$ cat src/rtl/fbf_pkg.sv
// rtl/fbf_pkg.sv - shared widths, state encoding and element packing for fbf_mult_driver
package fbf_pkg;

  localparam int MAT_DIM = 4;
  localparam int WORD_W  = 32;
  localparam int MAT_W   = 512;

  typedef enum logic [2:0] {
    S_LOAD_A,
    S_LOAD_B,
    S_STROBE,
    S_WAIT_RESULT,
    S_ACK,
    S_DRAIN
  } state_t;

  // Bit offset of element (m,n) is (4*m+n)*32, i.e. {m,n} followed by five zeros.
  function automatic logic [8:0] elem_off(input logic [1:0] m, input logic [1:0] n);
    return {m, n, 5'b00000};
  endfunction

endpackage

$ cat src/rtl/fbf_word_serializer.sv
// rtl/fbf_word_serializer.sv - holds the product matrix and streams it out as 16 row-major words
module fbf_word_serializer
  import fbf_pkg::*;
(
  input  logic              clk,
  input  logic              reset,
  input  logic              capture,
  input  logic [MAT_W-1:0]  data,
  input  logic              load,
  input  logic              out_ready,
  output logic              out_valid,
  output logic [WORD_W-1:0] out_data,
  output logic              out_last,
  output logic              done
);

  logic [MAT_W-1:0] latch;
  logic [3:0]       k;
  logic [3:0]       k_next;

  assign k_next = k + 4'd1;
  assign done   = out_valid & out_ready & (k == 4'd15);

  always_ff @(posedge clk or negedge reset) begin
    if (!reset) begin
      latch <= '0;
    end else if (capture) begin
      latch <= data;
    end
  end

  // out_data is preloaded with the next word so it is stable across any stall.
  always_ff @(posedge clk or negedge reset) begin
    if (!reset) begin
      out_valid <= 1'b0;
      out_data  <= '0;
      out_last  <= 1'b0;
      k         <= '0;
    end else if (load) begin
      out_valid <= 1'b1;
      out_data  <= latch[elem_off(2'd0, 2'd0) +: WORD_W];
      out_last  <= 1'b0;
      k         <= '0;
    end else if (out_valid && out_ready) begin
      if (k == 4'd15) begin
        out_valid <= 1'b0;
        out_last  <= 1'b0;
        k         <= '0;
      end else begin
        k        <= k_next;
        out_data <= latch[elem_off(k_next[3:2], k_next[1:0]) +: WORD_W];
        out_last <= (k_next == 4'd15);
      end
    end
  end

endmodule

$ cat src/rtl/fbf_mult_driver.sv
// rtl/fbf_mult_driver.sv - sequencer feeding the 4x4 matrix multiplier; FBF_TIMEOUT_EN adds a result-wait abort
module fbf_mult_driver
  import fbf_pkg::*;
#(
  parameter int TIMEOUT_CYCLES = 1024
) (
  input  logic              clk,
  input  logic              reset,
  input  logic              in_valid,
  input  logic [WORD_W-1:0] in_data,
  output logic              in_ready,
  output logic [MAT_W-1:0]  A,
  output logic [MAT_W-1:0]  B,
  output logic              A_stb,
  output logic              B_stb,
  input  logic [MAT_W-1:0]  result,
  input  logic              result_ready,
  output logic              result_ack,
  output logic              out_valid,
  output logic [WORD_W-1:0] out_data,
  output logic              out_last,
  input  logic              out_ready,
  output logic              busy,
  output logic              error
);

  state_t     state;
  logic [3:0] idx;
  logic       load;
  logic       capture;
  logic       done;
  logic       timeout;

  assign in_ready = (state == S_LOAD_A) || (state == S_LOAD_B);
  assign capture  = (state == S_WAIT_RESULT) && result_ready;

`ifdef FBF_TIMEOUT_EN
  localparam int TW = $clog2(TIMEOUT_CYCLES + 1);
  logic [TW-1:0] tcnt;

  assign timeout = (tcnt == TW'(TIMEOUT_CYCLES - 1));

  always_ff @(posedge clk or negedge reset) begin
    if (!reset) begin
      tcnt  <= '0;
      error <= 1'b0;
    end else begin
      tcnt <= (state == S_WAIT_RESULT) ? tcnt + 1'b1 : '0;
      if ((state == S_WAIT_RESULT) && !result_ready && timeout) begin
        error <= 1'b1;
      end
    end
  end
`else
  assign timeout = 1'b0;
  assign error   = 1'b0;
`endif

  always_ff @(posedge clk or negedge reset) begin
    if (!reset) begin
      state      <= S_LOAD_A;
      idx        <= '0;
      A          <= '0;
      B          <= '0;
      A_stb      <= 1'b0;
      B_stb      <= 1'b0;
      result_ack <= 1'b0;
      load       <= 1'b0;
      busy       <= 1'b0;
    end else begin
      A_stb <= 1'b0;
      B_stb <= 1'b0;
      load  <= 1'b0;
      case (state)
        S_LOAD_A: begin
          if (in_valid) begin
            A[elem_off(idx[3:2], idx[1:0]) +: WORD_W] <= in_data;
            idx  <= idx + 4'd1;
            busy <= 1'b1;
            if (idx == 4'd15) state <= S_LOAD_B;
          end
        end
        S_LOAD_B: begin
          if (in_valid) begin
            B[elem_off(idx[3:2], idx[1:0]) +: WORD_W] <= in_data;
            idx <= idx + 4'd1;
            if (idx == 4'd15) begin
              state <= S_STROBE;
              A_stb <= 1'b1;
              B_stb <= 1'b1;
            end
          end
        end
        S_STROBE: begin
          state <= S_WAIT_RESULT;
        end
        S_WAIT_RESULT: begin
          if (result_ready) begin
            state      <= S_ACK;
            result_ack <= 1'b1;
          end else if (timeout) begin
            state <= S_LOAD_A;
            idx   <= '0;
            busy  <= 1'b0;
          end
        end
        S_ACK: begin
          if (!result_ready) begin
            state      <= S_DRAIN;
            result_ack <= 1'b0;
            load       <= 1'b1;
          end
        end
        S_DRAIN: begin
          if (done) begin
            state <= S_LOAD_A;
            idx   <= '0;
            busy  <= 1'b0;
          end
        end
        default: begin
          state <= S_LOAD_A;
          idx   <= '0;
          busy  <= 1'b0;
        end
      endcase
    end
  end

  fbf_word_serializer u_ser (
    .clk       (clk),
    .reset     (reset),
    .capture   (capture),
    .data      (result),
    .load      (load),
    .out_ready (out_ready),
    .out_valid (out_valid),
    .out_data  (out_data),
    .out_last  (out_last),
    .done      (done)
  );

endmodule

$ cat config.mk
export PLATFORM = sky130hd
export DESIGN_NAME = fbf_mult_driver
export DESIGN_NICKNAME = d
export VERILOG_FILES = /design/src/rtl/fbf_pkg.sv /design/src/rtl/fbf_word_serializer.sv /design/src/rtl/fbf_mult_driver.sv
export SDC_FILE = /design/constraint.sdc
export NUM_CORES = 2
export LEC_CHECK = 0
export ABC_AREA = 1
export CAP_MARGIN = 0
export CORE_AREA = 10 10 618 620
export CTS_BUF_LIST = sky130_fd_sc_hd__clkbuf_2
export DETAILED_ROUTE_END_ITERATION = 6
export DIE_AREA = 0 0 628 630
export PLACE_DENSITY = 0.37
export RECOVER_POWER = 50
export SETUP_SLACK_MARGIN = 0.5
export SYNTH_ARGS = -nofsm -noshare
export SYNTH_HDL_FRONTEND = slang
export SYNTH_SLANG_ARGS = --single-unit
$ cat constraint.sdc
create_clock -name clk -period 3.2 [get_ports clk]
set_input_delay 0.64 -clock clk [delete_from_list [all_inputs] [get_ports clk]]
set_output_delay 0.64 -clock clk [all_outputs]
set_load 0.01 [all_outputs]
## Word-level counts from Yosys, hierarchy flattened

Cells that the tools add are included.

- Output and inout port bits: 1064
- Register bits after elaboration: 1585
- Logic and storage cells: 94
- Input port bits: 549

- Multiplexer cells: 36
- Bitwise gates (word level): 4
- Add/sub/neg operators: 3
- Equal/unequal tests: 17
- Reduce and logical (&&, ||, !) cells: 18
- Shift-type cells: 3

Operators with widths:

| operator | count |
|---|---|
| bitwise mux 512 bit | 2 |
| variable shift 32 x 11 -> 512 bit (first input constant) | 1 |
| variable part select 32 x 11 -> 512 bit | 1 |
| variable part select 512 x 10 -> 32 bit | 1 |
| 2-to-1 mux 32 bit | 3 |
| 2-to-1 mux 3 bit | 7 |
| 2-to-1 mux 4 bit | 5 |
| case mux 3 bit (6 select lines) | 1 |
| 2-to-1 mux 1 bit | 15 |
| equality test 4 bit (second input constant) | 3 |
| inequality test 2 bit (second input constant) | 6 |
| case mux 4 bit (3 select lines) | 1 |
| negation 9 -> 11 bit | 1 |
| AND reduction 3 bit | 3 |
| adder 4 x 1 -> 4 bit (second input constant) | 2 |
| AND reduction 2 bit | 4 |
| AND reduction 7 bit | 1 |
| equality test 3 x 2 -> 1 bit (second input constant) | 2 |
| equality test 3 bit (second input constant) | 2 |
| inequality test 2 x 1 -> 1 bit (second input constant) | 3 |
| nonzero test 2 bit | 3 |
| OR reduction 4 bit | 1 |
| equality test 3 x 1 -> 1 bit (second input constant) | 1 |
| logical NOT 3 bit | 1 |
| other kinds (8) | 11 |

## Depth between registers and ports, before layout

- Depth in word-level cells: 5
- Gate-level depth with buffers: 14
- Mapped depth without buffers: 11

## Hierarchy

A second synthesis with hierarchy kept.

- Cell total of the unflattened synthesis: 6975
- Area total of the unflattened synthesis: 66945.5 um^2

Modules (own cells, without submodules):

| module | area an instance (um^2) | times used | seq. area each (um^2) | cells an instance |
|---|---|---|---|---|
| fbf_mult_driver | 41194.5 | 1 | 25899.8 | 4420 |
| fbf_word_serializer | 25750.9 | 1 | 13763.2 | 2555 |

## Worst setup path before layout

OpenSTA, ideal clock, no wires.

- Path type: reg-to-reg
- From: register u_ser.k[0]
- To: register u_ser.out_data[18]
- Stages on the path, launching flop included: 15
- Arrival: 2.470 ns
- Setup slack: 0.664 ns
- Buffers on the path: 5
- Library setup time: 0.066 ns
- Period minus slack after synthesis: 2.536 ns
- Data required time: 3.134 ns
- Path through: dfrtp_1 > buf_2 > clkinv_1 > clkbuf_1 > clkbuf_1 > ha_1 > inv_1 > clkbuf_1 > buf_1 > nand3_1 > nand3_1 > nand3_1 > nand3_1 > nand2_1 > nand2_1

- Word-level cells in the longest chain between the ends: 5
- Elaborated cells between the ends (all ways): 8
- Classes of those cells: 1 x add/sub; 2 x eq/ne; 1 x shift; 3 x mux; 1 x reduce/logical

Ends and longest elaborated chain:

| what | RTL line | source |
|---|---|---|
| start, declared | fbf_word_serializer.sv:18 | `logic [3:0] k;` |
| start signal, assigned | fbf_word_serializer.sv:50 | `k <= k_next;` |
| adder 4 x 1 -> 4 bit | fbf_word_serializer.sv:21 | `assign k_next = k + 4'd1;` |
| variable part select 512 x 10 -> 32 bit | fbf_word_serializer.sv:51 | `out_data <= latch[elem_off(k_next[3:2], k_next[1:0]) +: WORD_W];` |
| 2-to-1 mux 32 bit | fbf_word_serializer.sv:45 | `if (k == 4'd15) begin` |
| 2-to-1 mux 32 bit | fbf_word_serializer.sv:44 | `end else if (out_valid && out_ready) begin` |
| 2-to-1 mux 32 bit | fbf_word_serializer.sv:39 | `end else if (load) begin` |
| end signal, assigned | fbf_word_serializer.sv:41 | `out_data <= latch[elem_off(2'd0, 2'd0) +: WORD_W];` |
| end signal, assigned | fbf_word_serializer.sv:51 |  |
| end, declared | fbf_word_serializer.sv:12 | `output logic [WORD_W-1:0] out_data,` |

Several ways; a longest one is shown, not always the timed one. The select of a mux whose other input is x is not followed.
A chain may end at the register's enable or synchronous reset.

==> results.txt <==
The count of mapped cells out of synthesis came out at 7,340. The total area of sequential cells came out at 0.03970 mm^2. The synthesized area is 0.06465 mm^2. By area the synthesized netlist is led by dfrtp_1 61%, nand2_1 14%, o21ai_0 10%. At the later pin of the worst-skew pair, clock insertion delay measures 1.88 ns.

The tree built by TritonCTS fans out to approximately 1,600 sinks. Data arrives at the worst endpoint at between 5 and 6 ns. Counting the buffers created by CTS gives 466.

The synthesized design spends more area on one cell type than any other, namely dfrtp_1. Setup repair after global routing could not meet its margin everywhere. The net count of the finished layout is 11,470.

The global routing stage identified its most utilized layer as met2. In this run the power density over the cells is 864.2 mW/mm^2. The flip-flop and latch count after synthesis came out at around 1,600. The aggregate global-route resource usage came out at 0.1981.

The share of synthesized flip-flops with an asynchronous set or reset is 1.000. Across the VDD grid, the largest voltage drop is between 1000 and 1500 uV. The number of port buffers came out at ~1,600.

The top achievable clock speed is 283.2 MHz. The synthesized design contains 0 enable-type register cells. The horizontal die dimension is 628 um. The met3 layer usage reported by global route came out at 0.04394. TritonCTS built the clock tree. The max-slew headroom at the worst pin is -0.2987. The worst hold path was traced through 5 stages. Of all nets on the critical path, the largest fanout is 75. Across all setup checks in the final design, the least slack found is -0.3315 ns.

The post-synthesis net count is 7,895. The startpoint of the lowest-slack hold path is in_data[2]. The core box area came out at 0.3686 mm^2. The remaining number of nets flagged by the antenna check after routing is 0.

The die outline area is 0.3956 mm^2. The pin count of the biggest net entering global routing came out at around 130. For this run, global-route usage on met2 was measured as 0.3345.

The number of hold-slack violations in the final timing report came out at 0. The mean post-synth cell area is 8.808 um^2. The top-level I/O count came out at roughly 1,600. Summing internal, switching and leakage power gives 93,690 uW. The congestion estimate from routability-driven global placement came to 0.8612.

The type of the worst setup path is in2async. The final routed wire length divided by cell count is 25.45 um. The worst flop-to-flop path startpoint is u_ser.k[0]. The filler cells instantiated in the layout total around 40,000. The floorplan has 223 rows. In this run the number of H-tree levels came out at 5. The initial antenna violation count came out at 73. The reg-to-reg critical path endpoint is u_ser.out_data[23]. The clock period minus worst slack came out at 3.532 ns. The smallest hold slack is 0.3591 ns. The clock-pin slew of the registers on the worst-case setup and hold paths came out at around 0.08 ns. In the routed layout, each cell is associated on average with a via count of 4.176. Of the available clock period, the critical path in the final layout requires 1.104. The internal reg-to-reg setup slack is 0.54 ns. The max-slew violation total from the final report came out at 66. The number of buffers on the longest clock path came out at 4. The first global-routing pass estimated roughly 560,000 um of wire. In the post-synthesis netlist, the cell with the most instances is nand2_1. The met1 global-route usage is 0.2379. For this run the aggregate overflow at the end of global routing stands at 0. The area growth from synthesis to final layout is 67.70%. The static leakage came out at 0.05209 uW. The multi-input combinational cells in the finished layout cover a total of roughly 0.021 mm^2. For this block, the routed nets add up to just over 400,000 um of wire. The required time at the worst-slack endpoint is 4.99 ns.

The initial core utilization is 0.1754. The commonest cells after synthesis are 2,445 x nand2_1, 1,585 x dfrtp_1, 1,286 x o21ai_0. In this run the worst hold path is classified as in2reg. The checks that failed: max-capacitance violations, max-slew violations, negative setup slack. The number of global-route vias before repair is 69,300. The worst setup path is launched from an input port.

For the pin with the worst max-slew slack, the measured transition is 1.948 ns. The height of the chip came out at 630 um. The leading register cell type out of synthesis is dfrtp_1. Max-cap violations in this run came to 1.

Of the cells placed in the final design, the portion with a size suffix greater than 1 is 0.2468. The run finished, with violations left. The number of cells traversed by the worst register-to-register path came out at 9. Summing over every cut layer, the via total after detailed routing is 67,660.

For this run, the register share of the synthesized area comes to 0.6135. The iteration-0 DRC count of the detailed router came out at between 4,000 and 5,000. Setup violations remaining at the end of the flow were counted as 170. The fraction of synthesized cell area taken by the top area cell type came out at 0.6135. Counting distinct cell types in the post-synthesis netlist gives 36. The final HPWL from detailed placement came out at around 300,000 um. The cell sitting at the root of the clock tree is a clkbuf_2.

The Yosys step of the flow raised 0 warnings. STA classifies the critical path endpoint as an asynchronous set/reset pin. After detailed routing, the number of remaining DRC violations is 0. The post-route clock skew came out at 0.2562 ns. For hold timing, the worst endpoint is B[258]. The most critical setup path has its startpoint at reset. The number of search-and-repair iterations in the first detailed-routing pass is 6.
-- critical path: stages --
cell and delay, ns:
dlygate4sd3_1 0.52, dlygate4sd3_1 0.53, dlygate4sd3_1 0.54, clkdlybuf4s25_1 0.30, clkbuf_4 1.41, clkbuf_2 0.80, buf_4 0.46
-- flip-flops by register name (all words and copies together) (netlist names) --
register         flops
B_stb                1
B                  512
u_ser.out_last       1
A                  512
load                 1
u_ser.k              4
idx                  4
u_ser.out_data      32
u_ser.out_valid      1
result_ack           1
busy                 1
u_ser.latch        512
state                3
-- power breakdown --
part	total [uW]	switching (uW)	leakage (uW)	internal, uW
clock network	15800	9740	0.00309	6060
registers	31500	4240	0.0202	27300
logic	46400	28100	0.0288	18300
total	93700	42000	0.0521	51600
-- placed cells by master (no fill, tap or decap), types with 5 or more instances in the layout --
master	count
buf_12	59
dfrtp_1	1559
nor2_4	6
clkinv_1	60
inv_1	554
nand2_1	2434
dlygate4sd3_1	1135
o21ai_0	1286
clkdlybuf4s50_1	544
nand3_1	518
nor2_1	13
nand2_2	15
buf_4	807
nand3_2	15
nand4_1	195
buf_6	897
dfrtp_2	25
inv_6	5
nor3_1	35
buf_16	5
nor3_2	5
nand3_4	7
bufinv_16	6
clkinv_2	8
o21ai_1	98
diode_2	35
inv_2	18
buf_2	106
clkbuf_2	747
-- metrics by stage --
| stage | setup TNS [ns] | util | setup slack [ns] | cell area, um^2 | instances |
|---|---|---|---|---|---|
| CTS | -355.64 | 0.2858 | -0.6042 | 105300 | 15870 |
| finish | -16.54 | 0.2941 | -0.3315 | 108400 | 16200 |
| global placement | -18.15 | 0.2391 | -0.2675 | 88130 | 13690 |
| floorplan | 0 | - | 0.6640 | 64650 | 7340 |
| detailed placement | -25.94 | 0.2391 | -0.2557 | 88130 | 13690 |
| global route | -196.06 | 0.2940 | -0.4528 | 108400 | 16190 |
-- worst max path at each step --
stage | to | slack [ns] | depth (start not counted)
2_1_floorplan | u_ser.out_data[18] | 0.66 | 14
3_3_place_gp | A[226] | -0.27 | 11
3_5_place_dp | A[234] | -0.26 | 11
4_1_cts | in_ready | -0.60 | 4
5_1_grt | in_ready | -0.45 | 4
6_report | B[493] | -0.33 | 7
-- metal layers --
layer | routed length [um] | part of all wire | up-vias
met3 | 25010 | 0.061 | 720
met5 | 55 | 0.00013 | -
met1 | 166900 | 0.40 | 33540
met2 | 197200 | 0.48 | 2340
li1 | - | - | 31050
met4 | 23140 | 0.056 | 10
-- logic make-up after synthesis --
group | Yosys count | share of synthesized area
buffers and inverters | 1100 | 0.06654
other | 1 | 0.00005801
flip-flops | 1585 | 0.6135
AO/OA/AOI/OAI | 1392 | 0.1080
adder cells (fa/ha/maj) | 6 | 0.001161
AND/OR/NAND/NOR | 3252 | 0.2102
XOR/XNOR | 4 | 0.0005420
-- what timing repair did --
action	4_1_cts	5_1_grt
hold buffers	1136	0
resized for setup	5149	919
gates cloned	0	4
pin swaps	1	3
endpoints found under the hold margin	3056	0
setup buffers	276	294
endpoints found under the setup margin	1137	1512
-- area by class of cell --
type	instances	area share
tap	4950	0.05713
sequential	1585	0.3662
antenna	35	0.0008079
timing repair buffer	3634	0.3261
clock buffer	679	0.03134
clock inverter	91	0.005205
multi-input combinational	4655	0.1929
inverter	574	0.02033
Power figures use the tool's default switching activity.
